File: config.mk
export PLATFORM = sky130hd
export DESIGN_NAME = transmitter_flat
export DESIGN_NICKNAME = d
export VERILOG_FILES = /design/src/rtl/uart_pkg.sv /design/src/rtl/transmitter_if.sv /design/src/rtl/tx_fifo.sv /design/src/rtl/transmitter.sv /design/src/flat_wrapper.sv
export SDC_FILE = /design/constraint.sdc
export NUM_CORES = 1
export LEC_CHECK = 0
export BUFFER_PORTS_ARGS = -buffer_cell sky130_fd_sc_hd__buf_2
export CORE_MARGIN = 8
export CORE_UTILIZATION = 40
export CTS_CLUSTER_SIZE = 24
export DETAILED_ROUTE_END_ITERATION = 8
export PLACE_DENSITY = 0.57
export RECOVER_POWER = 25
export SLEW_MARGIN = 10
export SYNTH_ARGS = -nofsm -noshare
export SYNTH_HDL_FRONTEND = slang
export SYNTH_SLANG_ARGS = --single-unit
File: constraint.sdc
create_clock -name clk -period 3.45 [get_ports clk]
set_clock_uncertainty 0.05 [all_clocks]
set_input_delay 0.345 -clock clk [delete_from_list [all_inputs] [get_ports clk]]
set_output_delay 0.345 -clock clk [all_outputs]
set_load 0.01 [all_outputs]
File: src/rtl/uart_pkg.sv
// Shared UART definitions: transmitter FSM states, frame constants and the
// bit-period helper that the receiver also uses.
package uart_pkg;

   typedef enum logic [1:0] {
      ST_IDLE,
      ST_START_BIT,
      ST_DATA_BITS,
      ST_STOP_BIT
   } tx_state_t;

   localparam int DATA_BITS = 8;
   localparam int STOP_BITS = 1;

   // Clock cycles per serial bit, rounded down.
   function automatic int bit_period(input int clock_freq, input int baud);
      return clock_freq / baud;
   endfunction

endpackage

File: src/rtl/transmitter_if.sv
// Byte-push side and serial output of the UART transmitter. A byte is offered
// whenever start=1 at a clock edge; it is taken only when full=0 at that edge.
interface transmitter_if;
   logic       start;
   logic [7:0] data_in;
   logic       busy;
   logic       full;
   logic       txd;

   modport master (output start, data_in, input busy, full, txd);
   modport slave  (input start, data_in, output busy, full, txd);
endinterface

File: src/rtl/tx_fifo.sv
// Synchronous first-word-fall-through FIFO; dout always shows the oldest entry.
module tx_fifo #(
   parameter int WIDTH = 8,
   parameter int DEPTH = 16
) (
   input  logic                     clk,
   input  logic                     rst,
   input  logic                     push,
   input  logic                     pop,
   input  logic [WIDTH-1:0]         din,
   output logic [WIDTH-1:0]         dout,
   output logic                     full,
   output logic                     empty,
   output logic [$clog2(DEPTH):0]   count
);

   localparam int AW = $clog2(DEPTH);
   localparam int CW = AW + 1;

   logic [WIDTH-1:0] mem_q [DEPTH];
   logic [AW-1:0]    wr_ptr_q, wr_ptr_d;
   logic [AW-1:0]    rd_ptr_q, rd_ptr_d;
   logic [CW-1:0]    count_q, count_d;
   logic             push_ok, pop_ok;

   assign full    = (count_q == CW'(DEPTH));
   assign empty   = (count_q == '0);
   assign count   = count_q;
   assign dout    = mem_q[rd_ptr_q];
   assign push_ok = push && !full;
   assign pop_ok  = pop && !empty;

   // Pointers are exactly AW bits, so DEPTH being a power of two gives the wrap.
   always_comb begin
      wr_ptr_d = wr_ptr_q;
      rd_ptr_d = rd_ptr_q;
      count_d  = count_q;
      if (push_ok) wr_ptr_d = wr_ptr_q + 1'b1;
      if (pop_ok)  rd_ptr_d = rd_ptr_q + 1'b1;
      case ({push_ok, pop_ok})
         2'b10:   count_d = count_q + 1'b1;
         2'b01:   count_d = count_q - 1'b1;
         default: count_d = count_q;
      endcase
   end

   always_ff @(posedge clk) begin
      if (rst) begin
         wr_ptr_q <= '0;
         rd_ptr_q <= '0;
         count_q  <= '0;
      end else begin
         wr_ptr_q <= wr_ptr_d;
         rd_ptr_q <= rd_ptr_d;
         count_q  <= count_d;
      end
   end

   always_ff @(posedge clk) begin
      if (push_ok) mem_q[wr_ptr_q] <= din;
   end

endmodule

File: src/rtl/transmitter.sv
// UART 8N1 transmitter: queued bytes are serialised LSB first on txd, frames
// following each other with no idle gap while the FIFO has data.
import uart_pkg::*;

module transmitter #(
   parameter int BAUD       = 115200,
   parameter int CLOCK_FREQ = 25_500_000,
   parameter int FIFO_DEPTH = 16
) (
   input  logic          clk,
   input  logic          rst,
   transmitter_if.slave  tx
);

   localparam int BIT_PERIOD = bit_period(CLOCK_FREQ, BAUD);
   localparam int BCW        = $clog2(BIT_PERIOD);

   tx_state_t              state_q, state_d;
   logic [BCW-1:0]         baud_cnt_q, baud_cnt_d;
   logic [2:0]             bit_idx_q, bit_idx_d;
   logic [7:0]             shift_q, shift_d;
   logic                   txd_q, txd_d;

   logic                   fifo_pop;
   logic [7:0]             fifo_dout;
   logic                   fifo_full;
   logic                   fifo_empty;
   logic [$clog2(FIFO_DEPTH):0] fifo_count;
   logic                   baud_last;

   tx_fifo #(
      .WIDTH (8),
      .DEPTH (FIFO_DEPTH)
   ) u_fifo (
      .clk   (clk),
      .rst   (rst),
      .push  (tx.start),
      .pop   (fifo_pop),
      .din   (tx.data_in),
      .dout  (fifo_dout),
      .full  (fifo_full),
      .empty (fifo_empty),
      .count (fifo_count)
   );

   assign baud_last = (baud_cnt_q == BCW'(BIT_PERIOD - 1));

   always_comb begin
      state_d    = state_q;
      baud_cnt_d = baud_cnt_q;
      bit_idx_d  = bit_idx_q;
      shift_d    = shift_q;
      txd_d      = txd_q;
      fifo_pop   = 1'b0;
      case (state_q)
         ST_IDLE: begin
            txd_d      = 1'b1;
            baud_cnt_d = '0;
            if (!fifo_empty) begin
               fifo_pop = 1'b1;
               shift_d  = fifo_dout;
               txd_d    = 1'b0;
               state_d  = ST_START_BIT;
            end
         end
         ST_START_BIT: begin
            if (baud_last) begin
               baud_cnt_d = '0;
               bit_idx_d  = '0;
               txd_d      = shift_q[0];
               shift_d    = shift_q >> 1;
               state_d    = ST_DATA_BITS;
            end else begin
               baud_cnt_d = baud_cnt_q + 1'b1;
            end
         end
         ST_DATA_BITS: begin
            if (baud_last) begin
               baud_cnt_d = '0;
               if (bit_idx_q == 3'(DATA_BITS - 1)) begin
                  txd_d   = 1'b1;
                  state_d = ST_STOP_BIT;
               end else begin
                  bit_idx_d = bit_idx_q + 1'b1;
                  txd_d     = shift_q[0];
                  shift_d   = shift_q >> 1;
               end
            end else begin
               baud_cnt_d = baud_cnt_q + 1'b1;
            end
         end
         ST_STOP_BIT: begin
            if (baud_last) begin
               baud_cnt_d = '0;
               // Chain straight into the next start bit so frames abut.
               if (!fifo_empty) begin
                  fifo_pop = 1'b1;
                  shift_d  = fifo_dout;
                  txd_d    = 1'b0;
                  state_d  = ST_START_BIT;
               end else begin
                  txd_d   = 1'b1;
                  state_d = ST_IDLE;
               end
            end else begin
               baud_cnt_d = baud_cnt_q + 1'b1;
            end
         end
         default: begin
            txd_d   = 1'b1;
            state_d = ST_IDLE;
         end
      endcase
   end

   always_ff @(posedge clk) begin
      if (rst) begin
         state_q    <= ST_IDLE;
         baud_cnt_q <= '0;
         bit_idx_q  <= '0;
         shift_q    <= '0;
         txd_q      <= 1'b1;
      end else begin
         state_q    <= state_d;
         baud_cnt_q <= baud_cnt_d;
         bit_idx_q  <= bit_idx_d;
         shift_q    <= shift_d;
         txd_q      <= txd_d;
      end
   end

   assign tx.txd  = txd_q;
   assign tx.full = fifo_full;
   assign tx.busy = (state_q != ST_IDLE) || (fifo_count != '0);

endmodule

File: src/flat_wrapper.sv
// flat-port wrapper written by rule: the top's interface ports become plain ports
module transmitter_flat 
#(
   parameter int BAUD       = 115200,
   parameter int CLOCK_FREQ = 25_500_000,
   parameter int FIFO_DEPTH = 16
)
  (clk, rst, tx_start, tx_data_in, tx_busy, tx_full, tx_txd);
  transmitter_if tx_i ();
  input  logic clk;
  input  logic rst;
  input wire logic [$bits(tx_i.start)-1:0] tx_start;
  input wire logic [$bits(tx_i.data_in)-1:0] tx_data_in;
  output wire logic [$bits(tx_i.busy)-1:0] tx_busy;
  output wire logic [$bits(tx_i.full)-1:0] tx_full;
  output wire logic [$bits(tx_i.txd)-1:0] tx_txd;
  assign tx_i.start = tx_start;
  assign tx_i.data_in = tx_data_in;
  assign tx_busy = tx_i.busy;
  assign tx_full = tx_i.full;
  assign tx_txd = tx_i.txd;
  transmitter #(.BAUD(BAUD), .CLOCK_FREQ(CLOCK_FREQ), .FIFO_DEPTH(FIFO_DEPTH)) u_core (.clk(clk), .rst(rst), .tx(tx_i));
endmodule
; ---- Word-level counts from Yosys, hierarchy flattened
; Memories as Yosys holds them, arrays and structs flattened. A register that Yosys moved wholly into a read port is not among the register bits.
; Index checks and enable logic that the tools add are counted.
[op_classes]
order_cmp = 0
div_mod_pow = 0
n_addsub = 6
n_eq_ne = 14
shifts = 0
mux = 33
bitwise_logic = 0
mul = 0
reduce_logical = 16
[ops]
columns = cell, count
row1 = $mux W8, 6
row2 = $pmux W8 S4, 1
row3 = $pmux W8 S2, 1
row4 = $mux W1, 10
row5 = $mux W2, 5
row6 = $pmux W5 S2, 1
row7 = $mux W3, 3
row8 = $add A4 B1 Y4 const B, 2
row9 = $add A8 B1 Y8 const B, 1
row10 = $eq A8 B8 Y1 const B, 1
row11 = $mux W4, 2
row12 = $ne A2 B1 Y1 const B, 4
row13 = $pmux W2 S4, 1
row14 = $reduce_and A4 Y1, 2
row15 = $eq A2 B2 Y1 const B, 3
row16 = $pmux W3 S2, 1
row17 = $reduce_bool A2 Y1, 3
row18 = $add A5 B1 Y5 const B, 1
row19 = $eq A5 B5 Y1 const B, 1
row20 = $logic_not A5 Y1, 1
row21 = $reduce_and A5 Y1, 1
row22 = $reduce_bool A5 Y1, 1
row23 = $sub A5 B1 Y5 const B, 1
row24 = $eq A2 B1 Y1 const B, 2
row25 = 11 further kinds, 14
[totals]
reg_bits = 35
input_bits = 11
latchBits = 0
ramBits = 128
rom_bits = 0
out_inout_bits = 3
memories = 1
[mem_list]
columns = name, words, width, read_ports, rd_ports_with_merged_regs, wr, line
row1 = u_core.u_fifo.mem_q, 16, 8, 1, 1, 1, tx_fifo.sv:20  ; logic [WIDTH-1:0] mem_q [DEPTH];

; ---- Logic depth before layout (Yosys ltp)
; Gate-level depths: netlist of the first run.
[depth]
depth_word = 7
depth_mapped = 14

; ---- Hierarchy
; Synthesis of the first run repeated with hierarchy kept, for this count alone.
[hier_totals]
hier_cells = 453
hier_area_um2 = 7158.1
[modules_own_cells]
columns = mod, cells_per_inst, area_per_inst_um2, instances
row1 = tx_fifo, 324, 5836.8, 1
row2 = transmitter, 129, 1321.3, 1

; ---- Least setup slack after synthesis of the first run
; OpenSTA, ideal clock, no wires.
[synth_path]
kind = reg2reg
start = register u_core.baud_cnt_q[0]
end = register u_core.u_fifo.count_q[4], in the netlist u_core.u_fifo.count[4]
stages_incl_launch_ff = 14
arrival_ns = 2.766
setup_slack_ns = 0.503
setup_time_ns = 0.131
path_buffers = 0
period_less_slack_ns = 2.947
path_cell_list = dfxtp_1 > inv_1 > ha_1 > and4b_1 > a31o_2 > nand2_1 > inv_1 > ha_1 > ha_1 > a21o_1 > a2111o_1 > a21oi_1 > o31a_1 > nor3_1
[synth_via]
elab_chain_len = 6
elab_cells_between_ends = 8
cone_classes = 3 x eq/ne / 3 x mux / 2 x reduce/logical
[synth_lines]
columns = element, line
row1 = from (decl), transmitter.sv:19  ; logic [BCW-1:0] baud_cnt_q, baud_cnt_d;
row2 = from (signal assigned), transmitter.sv:125  ; baud_cnt_q <= baud_cnt_d;
row3 = $eq A8 B8 Y1 *, transmitter.sv:46  ; assign baud_last = (baud_cnt_q == BCW'(BIT_PERIOD - 1));
row4 = $mux W1 *, transmitter.sv:93  ; if (baud_last) begin
row5 = $pmux W1 S2 *, transmitter.sv:55  ; case (state_q)
row6 = $logic_and A1 B1 Y1 *, tx_fifo.sv:31  ; assign pop_ok = pop && !empty;
row7 = via u_core.u_fifo.pop_ok, tx_fifo.sv:24  ; logic push_ok, pop_ok;
row8 = $eq A2 B1 Y1 / $eq A2 B2 Y1 (equally long branches), tx_fifo.sv:40  ; case ({push_ok, pop_ok})
row9 = $pmux W5 S2 / $reduce_bool A2 Y1 (equally long branches), -
row10 = to (signal assigned), tx_fifo.sv:55  ; count_q <= count_d;
row11 = to (decl), tx_fifo.sv:23  ; logic [CW-1:0] count_q, count_d;
; The timed path passes the listed nets; every way through them passes the cells marked *.
; A chain may end at the register's enable or synchronous reset.

; ---- Worst setup path after layout of the first run
[layout_path]
start = register u_core.state_q[1]
end = register u_core.u_fifo.count_q[4], in the netlist u_core.u_fifo.count[4]
[layout_via]
elab_chain_len = 5
elab_cells_between_ends = 8
cone_classes = 3 x eq/ne / 2 x mux / 3 x reduce/logical
[layout_lines]
columns = element, line
row1 = from (decl), transmitter.sv:18  ; tx_state_t state_q, state_d;
row2 = from (signal assigned), transmitter.sv:124  ; state_q <= state_d;
row3 = $eq A2 B2 Y1 / $logic_not A2 Y1 (equally long branches), transmitter.sv:55
row4 = $pmux W1 S2 *, transmitter.sv:55
row5 = $logic_and A1 B1 Y1 *, tx_fifo.sv:31
row6 = via u_core.u_fifo.pop_ok, tx_fifo.sv:24
row7 = $eq A2 B1 Y1 / $eq A2 B2 Y1 (equally long branches), tx_fifo.sv:40
row8 = $pmux W5 S2 / $reduce_bool A2 Y1 (equally long branches), -
; Marks and branches as above.

==> impl_metrics.ini, run 1 <==
[run_status]
status = complete, no violations

[grt]
grt_pass1_vias = 3900
grt_pass1_wl_mm = 22.1
antenna_found_initial = 0
grtUsageTotal_pct = 13.3
grt.overflow.total = 0
grt_max_degree = 36

[floorplanning]
die-area_um2 = 22200
die_w_um = 149
core_area_um2 = 17300
die_h_um = 149
io-pin-count = 14
start_util_pct = 40.8
num_rows = 48

[yosys]
ys_types = 56
synthArstFlopShare_pct = 0
synth_nets = 480
ys_warn_count = 0
synth_top_area_cell = edfxtp_1
ys_seq_elements = 167
synth_top_area_share_pct = 54.5
syn_inst = 452
synth.top_cells.by_area = edfxtp_1 54%, dfxtp_1 11%, mux4_2 6.7%
seq_area_frac_synth_pct = 65.5
synth-edff-count = 128
syn_area_um2 = 7060
synth_ff_type = edfxtp_1
syn_avg_cell_area_um2 = 15.6

[place]
post-place-ws_ps = 218
hpwlAfterDp_mm = 8.84
portBuffers = 13
gp_congestion = 0.833

[timing]
slew_headroom_pct = 39.1
setup_slack_ps = 302
worst_slew_pin_slew_ps = 909
setup-tns-final_ps = 0
fin_crit_sh_pct = 91.2
slew_viol_final = 0
hold_viol_final = 0
setup_viol = 0
fmax_mhz = 318
rsz0062_at_grt = no
fin_crit_ps = 3150

[critical_path]
ff2ff_path_depth = 12
cp_cell_sequence = inv_1 > ha_1 > a21oi_1 > nand2_1 > inv_1 > ha_2 > ha_2 > a21o_1 > a2111o_1 > a21oi_1 > o31a_1 > nor3_1
crit_family = compound AO/OA/AOI/OAI gates
worst-path-max-fanout = 8
cp_slowest_cell = dfxtp_1
worst-setup-path-type = reg -> reg
rr_endpoint = u_core.u_fifo.count[4]$_SDFFE_PP0P_
reg2reg_setup_slack_ps = 300
r2r_start = u_core.state_q[1]$_SDFFE_PP0P_
worstPathRequired_ps = 3680
worst-path-buf-inv = 2
cp-end-kind = flop
crit_cells = 12
crit_arrival_ps = 3380
worstSetupStartpoint = u_core.state_q[1]$_SDFFE_PP0P_
cp-endpoint = u_core.u_fifo.count[4]$_SDFFE_PP0P_
start_kind = flop
max_stage_delay_ps = 410

[layout]
nets = 504
area_growth_pct = 12.7
multi_input_area_um2 = 2220
num-fill-cells = 1526
antennaDiodeCount = 0
regArea_um2 = 4630
layout-drive-gt1-share_pct = 18.4

[detailed_routing]
drc = 0
drt-wirelength-per-cell_um = 19.2
drt-pass1-iter-count = 4
drtIter0Drc = 250
totalWireLength_mm = 13.7
antenna_left = 0
via_per_inst = 5.31
route.vias.total = 3789

[clock_tree]
postCtsHoldBufs = 0
root_buffer = clkbuf_16
clkTransAtPathRegs_ps = 60
clock-sinks = 167
cts_max_path_buffers = 2
htree_levels = 4
cts_tree = yes
numCtsBuffers = 17
insertion_delay_ps = 420

[flow_run]
max-cap-violations = 0

[pwr]
max-vdd-ir-drop_uv = 377
power.leakage_nw = 2.69
total_power_mw = 5.71
power_density_nw_per_um2 = 718

[hold_path]
hold_path.class = in -> reg
==> stage by stage <==
stage / utilization [%] / cell area [µm²] / std cells / hold WS (ps)
3_3_place_gp: 42.6 / 7360 / 682 / 404
2_1_floorplan: - / 7060 / 452 / 387
6_report: 46.0 / 7950 / 714 / 267
3_5_place_dp: 42.6 / 7360 / 682 / 410
4_1_cts: 46.0 / 7950 / 714 / 241
5_1_grt: 46.0 / 7950 / 714 / 262
==> power breakdown <==
part | total, mW | switching, mW | internal [mW]
Clock | 1.88 | 0.797 | 1.08
Sequential | 2.41 | 0.105 | 2.30
Combinational | 1.42 | 0.789 | 0.628
Total | 5.71 | 1.69 | 4.01
==> registers in the layout, indices dropped and copies added, names as in the netlist, named ones only <==
name,flops
u_core.u_fifo.count,5
u_core.u_fifo.rd_ptr_q,4
u_core.u_fifo.wr_ptr_q,4
u_core.bit_idx_q,3
u_core.shift_q,8
u_core.tx.txd,1
u_core.baud_cnt_q,8
u_core.u_fifo.mem_q,128
u_core.state_q,2
==> cell usage after synthesis, types with 2 or more instances <==
cell type	instances
buf_6	5
o21bai_1	2
nand3_1	9
clkbuf_8	4
mux2i_1	7
edfxtp_1	128
nand2b_1	3
and3_1	4
a211oi_1	8
o21ai_0	5
mux2_2	2
nor2b_1	8
nor2_1	48
xnor2_1	3
and4b_1	2
xor2_1	12
and2_1	3
buf_2	3
mux4_2	21
and2b_2	2
clkbuf_1	9
nand2_1	12
a22oi_1	16
nand4_1	2
a21oi_1	14
mux4_1	11
ha_1	17
nor3_1	14
inv_1	12
dfxtp_1	39
nand3b_1	2
==> repair_timing <==
action	4_1_cts	5_1_grt
setup buffers	0	0
resized for setup	0	2
endpoints found under the setup margin	0	1
==> final cells by class <==
type	count	area share (%)
flip-flops and latches	167	58.2
multi-input cells	249	27.9
clock buffers	17	5.35
well taps	225	3.54
repair buffers	29	2.39
clock inverters	15	2.09
inverters	12	0.566
==> worst min path at each step <==
stage                                          from                                   end  slack, ps  depth (start not counted)
floorplan           u_core.baud_cnt_q[0]$_SDFF_PP0_       u_core.baud_cnt_q[0]$_SDFF_PP0_        390                          1
global placement    u_core.baud_cnt_q[0]$_SDFF_PP0_       u_core.baud_cnt_q[0]$_SDFF_PP0_        400                          1
detailed placement  u_core.baud_cnt_q[0]$_SDFF_PP0_       u_core.baud_cnt_q[0]$_SDFF_PP0_        410                          1
CTS                                   tx_data_in[6]  u_core.u_fifo.mem_q[10][6]$_DFFE_PP_        240                          1
global route                          tx_data_in[3]   u_core.u_fifo.mem_q[9][3]$_DFFE_PP_        260                          1
finish                                tx_data_in[3]  u_core.u_fifo.mem_q[12][3]$_DFFE_PP_        270                          1
==> worst reg2reg max path, cell delays in order (launching register included) <==
cell	delay, ps
dfxtp_1	410
inv_1	110
ha_1	300
a21oi_1	290
nand2_1	170
inv_1	90
ha_2	250
ha_2	340
a21o_1	200
a2111o_1	400
a21oi_1	200
o31a_1	160
nor3_1	40
==> placed cells by master, fill, tap and decap left out, types with 4 or more instances in the layout <==
| master | netlist | final |
|---|---|---|
| a211oi_1 | 8 | 8 |
| mux4_1 | 11 | 11 |
| mux2i_1 | 7 | 7 |
| buf_2 | 3 | 7 |
| clkbuf_16 | 0 | 17 |
| a22oi_1 | 16 | 16 |
| a21oi_1 | 14 | 14 |
| o21ai_0 | 5 | 5 |
| edfxtp_1 | 128 | 128 |
| xor2_1 | 12 | 12 |
| buf_4 | 1 | 15 |
| nor2_1 | 48 | 48 |
| nor2b_1 | 8 | 8 |
| inv_1 | 12 | 12 |
| nor3_1 | 14 | 14 |
| dfxtp_1 | 39 | 38 |
| ha_1 | 17 | 15 |
| nand3_1 | 9 | 9 |
| mux4_2 | 21 | 21 |
| and3_1 | 4 | 4 |
| clkbuf_1 | 9 | 6 |
| inv_6 | 0 | 6 |
| nand2_1 | 12 | 12 |
==> layer usage <==
metal / vias to the layer above / wire length [µm] / GRT usage, %
met5: - / 0 / 0
met3: 9 / 449 / 4.10
met4: 0 / 123 / 4.14
met1: 1927 / 6530 / 17.6
met2: 56 / 6590 / 20.8
li1: 1797 / - / -
==> cell families (layout without fill, tap and decap cells) <==
kind of cell / Yosys count / after routing / share of synthesized area, %
fa+ha+maj: 17 / 17 / 3.01
mux: 41 / 41 / 12.1
simple gates: 116 / 116 / 8.28
flops: 167 / 167 / 65.5
compound gates: 60 / 60 / 6.08
buf+inv: 36 / 73 / 3.14
xor+xnor: 15 / 15 / 1.86
No activity file was read; power rests on OpenSTA's default activity.
==> run 2: changes to the inputs <==
Settings changed: CORE_ASPECT_RATIO set to 0.7, CORE_MARGIN 8 to not set.
==> impl_metrics.ini, run 2 (synthesis gave the netlist of run 1 again) <==
[pwr]
pwr-share-comb_pct = 25.1
power.leakage_nw = 2.66
swShare_pct = 29.9
p_sw_mw = 1.67
clkPwrFrac_pct = 31.7
p_seq_share_pct = 43.2
max-vdd-ir-drop_uv = 394
power_density_nw_per_um2 = 706
p_int_mw = 3.92

[layout]
antennaDiodeCount = 0
nets = 505
stdcell_count = 721
mostFrequentLayoutCells = 128 x edfxtp_1, 48 x nor2_1, 38 x dfxtp_1
layout-drive-gt1-share_pct = 18.2
regMostFlops = u_core.u_fifo.mem_q
layout_commonest_cell = edfxtp_1
num-fill-cells = 1510
multi_input_area_um2 = 2220
area_growth_pct = 12.2
postLayoutCellArea_um2 = 7920
regArea_um2 = 4630
top_regs = u_core.u_fifo.mem_q (128), u_core.baud_cnt_q (8), u_core.shift_q (8)
largest_reg_flops = 128

[timing]
setup-tns-final_ps = 0
setup_viol = 0
fin_crit_ps = 3130
fmax_mhz = 319
worst_slew_pin_slew_ps = 965
slew_headroom_pct = 35.5
fin_crit_sh_pct = 90.8
hold_viol_final = 0
rsz0062_at_grt = no
slew_viol_final = 0

[critical_path]
max_stage_delay_ps = 390
cp_cell_sequence = inv_1 > ha_1 > and4b_1 > a31o_2 > nand2_1 > inv_1 > ha_2 > xor2_1 > ha_1 > and3b_1 > or4_1 > mux2i_1 > o31a_1 > nor3_1
reg2reg_setup_slack_ps = 320
worst-path-max-fanout = 8
r2r_start = u_core.baud_cnt_q[0]$_SDFF_PP0_
cp_slowest_cell = dfxtp_1
start_kind = flop
ff2ff_path_depth = 14
cp-end-kind = flop
rr_endpoint = u_core.u_fifo.count[4]$_SDFFE_PP0P_
worstPathRequired_ps = 3690
worst-setup-path-type = reg -> reg
crit_arrival_ps = 3370

[clock_tree]
cts_max_path_buffers = 2
clock-sinks = 167
htree_levels = 4
numCtsBuffers = 17
post_cts_buffers = 0
root_buffer = clkbuf_16
cts_tree = yes
insertion_delay_ps = 430
clkTransAtPathRegs_ps = 70

[floorplanning]
die_w_um = 161
die_h_um = 113
io-pin-count = 14
die-area_um2 = 18200
start_util_pct = 41.0
core_area_um2 = 17200
num_rows = 40

[place]
portBuffers = 13
placedCellCount = 689
gp_congestion = 0.759
place_area_um2 = 7360
hpwlAfterDp_mm = 9.14

[grt]
grt.overflow.total = 0
grt_pass1_vias = 3715
grt_max_degree = 36
antenna_found_initial = 0
grt_pass1_wl_mm = 21.9
grtUsageTotal_pct = 16.7

[run_status]
status = complete, no violations

[flow_run]
max-cap-violations = 0

[detailed_routing]
route.vias.total = 3888
drt-pass1-iter-count = 5
via_per_inst = 5.39
drc = 0
drt-wirelength-per-cell_um = 19.7
antenna_left = 0
totalWireLength_mm = 14.2
drtIter0Drc = 318

[hold_path]
hold_path.class = in -> reg
hold_start = tx_data_in[2]
hold_end = u_core.u_fifo.mem_q[7][2]$_DFFE_PP_
hold_depth = 1
run 2: cell count changes in the layout (fill, tap and decap cells not counted), moves of 2 or more:
cell,before,now
buf_4,15,17
clkbuf_1,6,8
clkinv_4,3,5
clkinvlp_4,1,4
inv_6,6,2
run 2: what timing repair did:
item / in CTS / in global routing
hold buffers: 0 / 0
endpoints found under the setup margin: 0 / 1
resized for setup: 0 / 2
run 2: metal layers:
layer	routed length (µm)	share of wire (%)	GRT usage (%)	vias to the layer above
li1	-	-	-	1799
met1	7130	50	25.2	1976
met2	6120	43	23.6	98
met3	723	5.1	3.92	15
met4	209	1.5	5.72	0
met5	0	0	0	-
run 2: worst max-delay path by stage:
stage / start / to / slack [ps] / cells after the start
2_1_floorplan: u_core.baud_cnt_q[0]$_SDFF_PP0_ / u_core.u_fifo.count[4]$_SDFFE_PP0P_ / 500 / 13
3_3_place_gp: u_core.baud_cnt_q[0]$_SDFF_PP0_ / u_core.u_fifo.count[4]$_SDFFE_PP0P_ / 310 / 13
3_5_place_dp: u_core.baud_cnt_q[0]$_SDFF_PP0_ / u_core.u_fifo.count[4]$_SDFFE_PP0P_ / 250 / 13
4_1_cts: u_core.baud_cnt_q[0]$_SDFF_PP0_ / u_core.u_fifo.count[4]$_SDFFE_PP0P_ / 220 / 13
5_1_grt: u_core.baud_cnt_q[0]$_SDFF_PP0_ / u_core.u_fifo.count[4]$_SDFFE_PP0P_ / 70 / 14
6_report: u_core.baud_cnt_q[0]$_SDFF_PP0_ / u_core.u_fifo.count[4]$_SDFFE_PP0P_ / 320 / 14
run 2: per-stage QoR:
stage / hold WS [ps] / power (mW) / worst slack [ps] / util, %
CTS: 252 / 5.64 / 222 / 46.0
floorplan: 387 / 3.59 / 503 / -
detailed placement: 407 / 3.86 / 248 / 42.8
global route: 275 / 5.89 / 70.2 / 46.0
finish: 274 / 5.59 / 316 / 46.0
global placement: 403 / 3.82 / 315 / 42.8
run 2: layout make-up:
class                      instances  area share [%]
sequential                       167            58.4
inverter                          12           0.569
multi-input combinational        249            28.0
clock inverter                    13            1.58
tap                              231            3.65
timing repair buffer              30            2.34
clock buffer                      19            5.47
run 2: power by group through the flow:
stage	logic (mW)	clock network (mW)	registers, mW
floorplan	1.19	0	2.41
global placement	1.37	0	2.45
detailed placement	1.40	0	2.46
CTS	1.41	1.81	2.42
global route	1.57	1.89	2.43
finish	1.40	1.77	2.42
run 2: critical path, delay by kind of cell (launching register included):
family          cells  cell delay (ps)
simple gates        5             1010
fa+ha+maj           3              640
mux                 1              190
compound gates      2              440
xor+xnor            1              150
flops               1              390
buf+inv             2              120
